[src/rtl/fetch_pkg.sv]
// Shared fetch/decode definitions: FSM encoding, NOP, vector defaults and the
// two-word opcode test used by both fetch and the control unit.
package fetch_pkg;

    typedef enum logic [2:0] {
        ST_BOOT_HI   = 3'd0,
        ST_BOOT_LO   = 3'd1,
        ST_FETCH     = 3'd2,
        ST_FETCH_IMM = 3'd3,
        ST_VEC_HI    = 3'd4,
        ST_VEC_LO    = 3'd5
    } fetch_state_e;

    localparam logic [15:0] NOP              = 16'h0000;
    localparam logic [31:0] DEF_RST_VEC_ADDR = 32'd0;
    localparam logic [31:0] DEF_INT_VEC_ADDR = 32'd2;

    function automatic logic is_two_word(input logic [15:0] instr);
        return instr[15:14] == 2'b11;
    endfunction

endpackage

[src/rtl/fetch_unit.sv]
// Instruction-fetch stage with output register: boot/interrupt vector loads,
// one/two-word assembly, stall/flush/jump handling and the interrupt bubble.
module fetch_unit
    import fetch_pkg::*;
#(
    parameter logic [31:0] RST_VEC_ADDR = DEF_RST_VEC_ADDR,
    parameter logic [31:0] INT_VEC_ADDR = DEF_INT_VEC_ADDR
) (
    input  logic        clk,
    input  logic        reset,
    output logic [31:0] imem_addr,
    input  logic [15:0] imem_data,
    input  logic        stall,
    input  logic        flush,
    input  logic        jmp_taken,
    input  logic [31:0] jmp_addr,
    input  logic        INT_req,
    output logic [31:0] PC_out,
    output logic [15:0] instruction_out,
    output logic [15:0] Data_out,
    output logic        INT_out,
    output logic        valid_out
);

    fetch_state_e state_q, state_d;
    logic [31:0]  pc_q, pc_d;
    logic [15:0]  hold_q, hold_d;
    logic         int_pend_q, int_pend_d;
    logic [31:0]  pc_out_q, pc_out_d;
    logic [15:0]  instr_q, instr_d;
    logic [15:0]  data_q, data_d;
    logic         int_out_q, int_out_d;
    logic         valid_q, valid_d;
    logic [31:0]  pc_inc;
    logic         in_body;

    assign pc_inc  = pc_q + 32'd1;
    assign in_body = (state_q == ST_FETCH) || (state_q == ST_FETCH_IMM);

    always_comb begin
        imem_addr = pc_q;
        case (state_q)
            ST_BOOT_HI: imem_addr = RST_VEC_ADDR;
            ST_BOOT_LO: imem_addr = RST_VEC_ADDR + 32'd1;
            ST_VEC_HI:  imem_addr = INT_VEC_ADDR;
            ST_VEC_LO:  imem_addr = INT_VEC_ADDR + 32'd1;
            default:    imem_addr = pc_q;
        endcase
    end

    always_comb begin
        state_d    = state_q;
        pc_d       = pc_q;
        hold_d     = hold_q;
        int_pend_d = int_pend_q | INT_req;
        pc_out_d   = pc_out_q;
        instr_d    = instr_q;
        data_d     = data_q;
        int_out_d  = int_out_q;
        valid_d    = valid_q;

        if (flush && in_body) begin
            // A pending interrupt in FETCH means no word was consumed yet.
            if (jmp_taken)
                pc_d = jmp_addr;
            else if (state_q == ST_FETCH && int_pend_q)
                pc_d = pc_q;
            else
                pc_d = pc_inc;
            state_d   = ST_FETCH;
            hold_d    = '0;
            pc_out_d  = '0;
            instr_d   = NOP;
            data_d    = '0;
            int_out_d = 1'b0;
            valid_d   = 1'b0;
        end else if (!stall) begin
            pc_out_d  = '0;
            instr_d   = NOP;
            data_d    = '0;
            int_out_d = 1'b0;
            valid_d   = 1'b0;
            case (state_q)
                ST_BOOT_HI: begin
                    hold_d  = imem_data;
                    state_d = ST_BOOT_LO;
                end
                ST_BOOT_LO: begin
                    pc_d    = {hold_q, imem_data};
                    state_d = ST_FETCH;
                end
                ST_FETCH: begin
                    if (int_pend_q) begin
                        pc_out_d   = pc_q;
                        int_out_d  = 1'b1;
                        valid_d    = 1'b1;
                        int_pend_d = 1'b0;
                        state_d    = ST_VEC_HI;
                    end else if (is_two_word(imem_data)) begin
                        hold_d  = imem_data;
                        pc_d    = pc_inc;
                        state_d = ST_FETCH_IMM;
                    end else begin
                        instr_d  = imem_data;
                        pc_out_d = pc_inc;
                        valid_d  = 1'b1;
                        pc_d     = pc_inc;
                    end
                end
                ST_FETCH_IMM: begin
                    instr_d  = hold_q;
                    data_d   = imem_data;
                    pc_out_d = pc_inc;
                    valid_d  = 1'b1;
                    pc_d     = pc_inc;
                    state_d  = ST_FETCH;
                end
                ST_VEC_HI: begin
                    hold_d  = imem_data;
                    state_d = ST_VEC_LO;
                end
                ST_VEC_LO: begin
                    pc_d    = {hold_q, imem_data};
                    state_d = ST_FETCH;
                end
                default: state_d = ST_BOOT_HI;
            endcase
        end
    end

    always_ff @(posedge clk or posedge reset) begin
        if (reset) begin
            state_q    <= ST_BOOT_HI;
            pc_q       <= '0;
            hold_q     <= '0;
            int_pend_q <= 1'b0;
            pc_out_q   <= '0;
            instr_q    <= '0;
            data_q     <= '0;
            int_out_q  <= 1'b0;
            valid_q    <= 1'b0;
        end else begin
            state_q    <= state_d;
            pc_q       <= pc_d;
            hold_q     <= hold_d;
            int_pend_q <= int_pend_d;
            pc_out_q   <= pc_out_d;
            instr_q    <= instr_d;
            data_q     <= data_d;
            int_out_q  <= int_out_d;
            valid_q    <= valid_d;
        end
    end

    assign PC_out          = pc_out_q;
    assign instruction_out = instr_q;
    assign Data_out        = data_q;
    assign INT_out         = int_out_q;
    assign valid_out       = valid_q;

endmodule

[config.mk]
export PLATFORM = sky130hd
export DESIGN_NAME = fetch_unit
export DESIGN_NICKNAME = d
export VERILOG_FILES = /design/src/rtl/fetch_pkg.sv /design/src/rtl/fetch_unit.sv
export SDC_FILE = /design/constraint.sdc
export NUM_CORES = 1
export LEC_CHECK = 0
export ABC_AREA = 1
export BUFFER_PORTS_ARGS = -buffer_cell sky130_fd_sc_hd__clkbuf_2
export CORE_MARGIN = 4
export CORE_UTILIZATION = 45
export CTS_BUF_LIST = sky130_fd_sc_hd__clkbuf_4 sky130_fd_sc_hd__clkbuf_8
export CTS_CLUSTER_SIZE = 8
export DETAILED_ROUTE_END_ITERATION = 8
export GPL_ROUTABILITY_DRIVEN = 0
export PLACE_DENSITY = 0.65
export SLEW_MARGIN = 20
export SYNTH_ARGS = -nofsm -noshare
export SYNTH_HDL_FRONTEND = slang
export SYNTH_SLANG_ARGS = --single-unit
export TNS_END_PERCENT = 10
[constraint.sdc]
create_clock -name clk -period 6.2 [get_ports clk]
set_input_delay 1.24 -clock clk [delete_from_list [all_inputs] [get_ports clk]]
set_output_delay 1.24 -clock clk [all_outputs]
set_load 0.02 [all_outputs]
Word-level counts from Yosys, hierarchy flattened --
Index checks and enable logic that the tools add are counted.
Word-level totals: register bits 118, bits of input ports 54, word-level logic and storage cells 77
Cells by class: add/subtract/negate cells 1, eq/ne operators 11, muxes and demuxes 43, bitwise operators 1, reductions and logical operators 12
Operator list (number):
- $mux W32 | 9
- $mux W16 | 11
- $pmux W32 S4 | 1
- $pmux W32 S3 | 1
- $pmux W16 S2 | 2
- $pmux W32 S2 | 1
- $add A32 B1 Y32 const B | 1
- $mux W1 | 12
- $mux W3 | 4
- $pmux W3 S4 | 1
- $reduce_and A4 Y1 | 2
- $eq A3 B2 Y1 const B | 2
- $eq A3 B3 Y1 const B | 2
- $ne A4 B2 Y1 const B | 1
- $reduce_bool A4 Y1 | 1
- $reduce_or A2 Y1 | 2
- $eq A3 B1 Y1 const B | 1
- $logic_not A3 Y1 | 1
- $ne A3 B1 Y1 const B | 1
- $ne A3 B2 Y1 const B | 1
- $ne A3 B3 Y1 const B | 1
- $reduce_bool A3 Y1 | 1
- $reduce_or A3 Y1 | 1
- $eq A2 B2 Y1 const B | 1
- 6 further kinds | 7

Longest topological paths before layout --
depth after elaboration 6, gate-level depth with buffers 13, mapped depth without buffers 12

Worst setup path after synthesis --
Ideal clock, no wire load.
path type reg2out, start point reg state_q[1], end point out imem_addr[1], arrival 1.026 ns, required time 4.960 ns, setup slack 3.934 ns, cell stages (with the launch flop) 3, buffers on the path 1, path through dfrtp_1 -> buf_4 -> o21ai_0
On the way: word-level cells in the longest chain between the ends 2
RTL lines:
- start: declaration | line fetch_unit.sv:25 | fetch_state_e state_q, state_d;
- start signal: assignment | line fetch_unit.sv:143 | state_q <= state_d;
- $eq A3 B3 Y1, or another cell as far along | line fetch_unit.sv:42 | case (state_q)
- $pmux W32 S4 * | line fetch_unit.sv:42
- end: declaration | line fetch_unit.sv:11 | output logic [31:0] imem_addr,
Mark *: on every way between the ends. The rest lies on a longest branch, timed or not.

Worst setup path in the final report --
start point reg state_q[1], end point out imem_addr[25]
Same word-level chain as after synthesis.

==> Flow_metrics.wiki <==
{| class="wikitable"
! Metric !! Value
|-
| Arrival time at the worst endpoint || approximately 1.8 ns
|-
| Total setup buffers inserted after CTS || 0
|-
| Number of I/O port buffers || approximately 150
|-
| Starting density of the core || 0.465
|-
| Fin crit period || ~3.0 ns
|-
| Drt initial violations || around 530
|-
| Vias in the first global route || 6969
|-
| Max_slew headroom || 0.298
|-
| Number of primary I/O pins || 152
|-
| Count of flip-flops with a built-in enable after synthesis || 0
|-
| Number of unique standard cell types used by synthesis || 34
|-
| Worst-case vdd ir drop || 0.167 mV
|-
| Share of the clock period used by the worst path after layout || 0.487
|-
| Net count after synthesis || 1140
|-
| Latest clock arrival within the worst-skew pair || between 0.4 and 0.5 ns
|-
| Share of final-layout standard cells stronger than drive strength 1 || 0.171
|-
| Count of nets after finishing || about 1300
|-
| Number of buffers inserted by hold repair at cts || 0
|-
| Fraction of power spent switching nets || 0.491
|-
| Number of iterations in the first detailed-routing pass || 5
|-
| Horiz. Die Dim || roughly 130 um
|-
| TritonCTS Sinks || ~120
|-
| Total of warnings raised by yosys || 0
|-
| Number of instances resized during post-cts repair || 0
|-
| Slew at the pin closest to its max-slew limit || around 1.1 ns
|-
| Run status || finished, final reports clean
|-
| Synthesis-to-layout area growth || 17.4%
|-
| Part of the total power dissipated in combinational logic || 0.472
|-
| Endpoint type of the worst setup path || output pin
|-
| Core ar. || 15400 um^2
|-
| NetSw || approximately 0.0018 W
|-
| Critical Path RT || approximately 5.0 ns
|-
| H-Tree Depth || 4
|-
| Synth async-reset ratio || 1.00
|-
| Total wire length after detailed routing || between 20000 and 25000 um
|-
| Number of buffers created by CTS || 17
|-
| Fraction of the yosys area taken by sequential cells || 0.411
|-
| Cell chosen for the clock root || clkbuf_8
|-
| Part of the power in the clock network || 0.198
|-
| Final Hold Viols || 0
|-
| Clock transition at the registers of the reported paths || 0.08 ns
|-
| Hold WC Path Type || reg2reg
|-
| First-pass GRT wire length || roughly 37000 um
|-
| Worst Setup Slack post-DPL || between 2 and 3 ns
|-
| Register bit total from synthesis || roughly 120
|-
| Unrepaired setup endpoints after global routing || false
|-
| Post-detailed-placement half-perimeter wirelength || 16600 um
|-
| Reported leakage power || 4.59 nW
|-
| Remaining routing DRC violations || 0
|-
| Maximum frequency from static timing analysis || 331 MHz
|-
| Most frequently used flop master after synthesis || dfrtp_1
|-
| Worst setup slack after layout || 3.18 ns
|-
| Antenna violations before repair || 0
|-
| Int Power || roughly 0.0019 W
|-
| Max Root-Sink Buffers || 2
|-
| Max Cap Viol || 0
|-
| Worst hold margin || 0.477 ns
|-
| Max Clock Skew || 0.0104 ns
|-
| Die outline area || around 18000 um^2
|-
| Antenna fix cells || 0
|-
| Clock tree from TritonCTS || built
|-
| Maximum number of pins on one net before global-route repair || 80
|-
| Average routed wire per standard cell || around 16 um
|-
| Commonest non-fill, non-tap cells in the layout || nand2_1 (393), clkbuf_2 (151), nor2_1 (135), dfrtp_1 (118), o21ai_0 (102)
|-
| Category of the critical setup timing path || reg2out
|-
| GR Overflow Total || 0
|-
| Post-detailed-route via-to-cell ratio || ~5.2
|-
| Cell Area, Synth || approximately 7000 um^2
|-
| Most common cell after layout, fill and taps aside || nand2_1
|-
| Cell area power density || 436 nW/um^2
|-
| Kind of launch point of the worst setup path || flip-flop
|-
| Part of the power in registers || 0.330
|-
| Global Route Usage Sum || 0.260
|-
| Finish-stage setup viols || 0
|-
| Number of rows created at floorplan || 45
|-
| Number of pins with negative max-slew slack in the final report || 0
|-
| Mapped Avg Cell Area || around 6.6 um^2
|-
| Summed negative setup slack over all endpoints || 0 ns
|-
| Mapped Cells || 1085
|-
| Post-route antenna net violation count || 0
|-
| Largest fanout of any net on the critical path || 30
|-
| Overall die height || 134 um
|-
| DR vias || about 7500
|}
==> power by group through the flow <==
| stage | sequential (W) | combinational, W | clock (W) |
|---|---|---|---|
| global placement | 0.00122 | 0.00170 | 0 |
| floorplan | 0.00116 | 0.00129 | 0 |
| finish | 0.00121 | 0.00174 | 0.000728 |
| global route | 0.00125 | 0.00196 | 0.000768 |
| CTS | 0.00121 | 0.00173 | 0.000734 |
| detailed placement | 0.00122 | 0.00172 | 0 |
==> cell usage after synthesis (3+ instances only) <==
cell	number	area, um^2
a21oi_1	36	180
a22oi_1	20	150
a31oi_1	7	43.8
buf_1	5	18.8
buf_2	18	90.1
clkbuf_1	29	109
dfrtp_1	118	2950
inv_1	102	383
inv_2	5	18.8
nand2_1	393	1480
nand3_1	56	280
nor2_1	135	507
nor2_2	5	31.3
nor2_4	3	33.8
o211ai_1	7	52.6
o21ai_0	102	510
o21bai_1	4	30.0
o22ai_1	7	43.8
xnor2_1	4	35.0
xor2_1	11	96.3
==> through the flow <==
stage	instance area, um^2	util	power (W)	cells
floorplan	7180	-	0.00245	1085
global placement	8020	0.520	0.00292	1400
detailed placement	8020	0.520	0.00294	1400
CTS	8430	0.546	0.00367	1432
global route	8430	0.547	0.00398	1432
finish	8430	0.547	0.00368	1432
==> logic make-up (layout without fill, tap and decap cells) <==
| group | Yosys count | in the layout | share of synthesized area |
|---|---|---|---|
| buffers and inverters | 162 | 298 | 0.0889 |
| AO/OA/AOI/OAI | 190 | 190 | 0.148 |
| AND/OR/NAND/NOR | 599 | 599 | 0.331 |
| flip-flops | 118 | 118 | 0.411 |
| adder cells (fa/ha/maj) | 1 | 1 | 0.00174 |
| XOR/XNOR | 15 | 15 | 0.0183 |
==> path summary, 6_finish.rpt <==
| kind | startpoint | cells past startpoint | slack (ns) | endpoint |
|---|---|---|---|---|
| setup / recovery | state_q[1]$_DFFE_PP0P_ | 4 | 3.18 | imem_addr[25] |
| hold / removal | INT_out$_DFFE_PP0N_ | 2 | 0.48 | INT_out$_DFFE_PP0N_ |
| setup reg to reg | state_q[1]$_DFFE_PP0P_ | 9 | 3.30 | pc_q[20]$_DFFE_PP0P_ |
| hold reg to reg | INT_out$_DFFE_PP0N_ | 2 | 0.48 | INT_out$_DFFE_PP0N_ |
| max in group asynchronous | reset | 3 | 4.05 | pc_q[24]$_DFFE_PP0P_ |
| min in group asynchronous | reset | 2 | 0.91 | valid_out$_DFFE_PP0N_ |
==> per-layer routing <==
metal  share of wire  track usage
met1            0.46        0.376
met4           0.023       0.0820
met3           0.072       0.0454
met2            0.44        0.401
met5               0            0
==> worst max-delay path, stage by stage (launching register included) <==
cell and delay [ns]:
dfrtp_1 0.53, buf_4 0.39, nand2_1 0.14, inv_1 0.08
clkbuf_2 0.16
==> layout make-up <==
type | instances | area, um^2
clock buffers | 19 | 255
clock inverters | 13 | 150
fillers | 1641 | 6990
inverters | 108 | 408
multi-input cells | 805 | 3590
flip-flops and latches | 118 | 2950
well taps | 211 | 264
repair buffers | 158 | 808
==> flip-flops by register name (all words and copies together) (netlist names) <==
signal,count
instruction_out,16
hold_q,16
PC_out,32
Data_out,16
valid_out,1
pc_q,32
INT_out,1
int_pend_q,1
state_q,3
(Power assumes the default switching activity.)
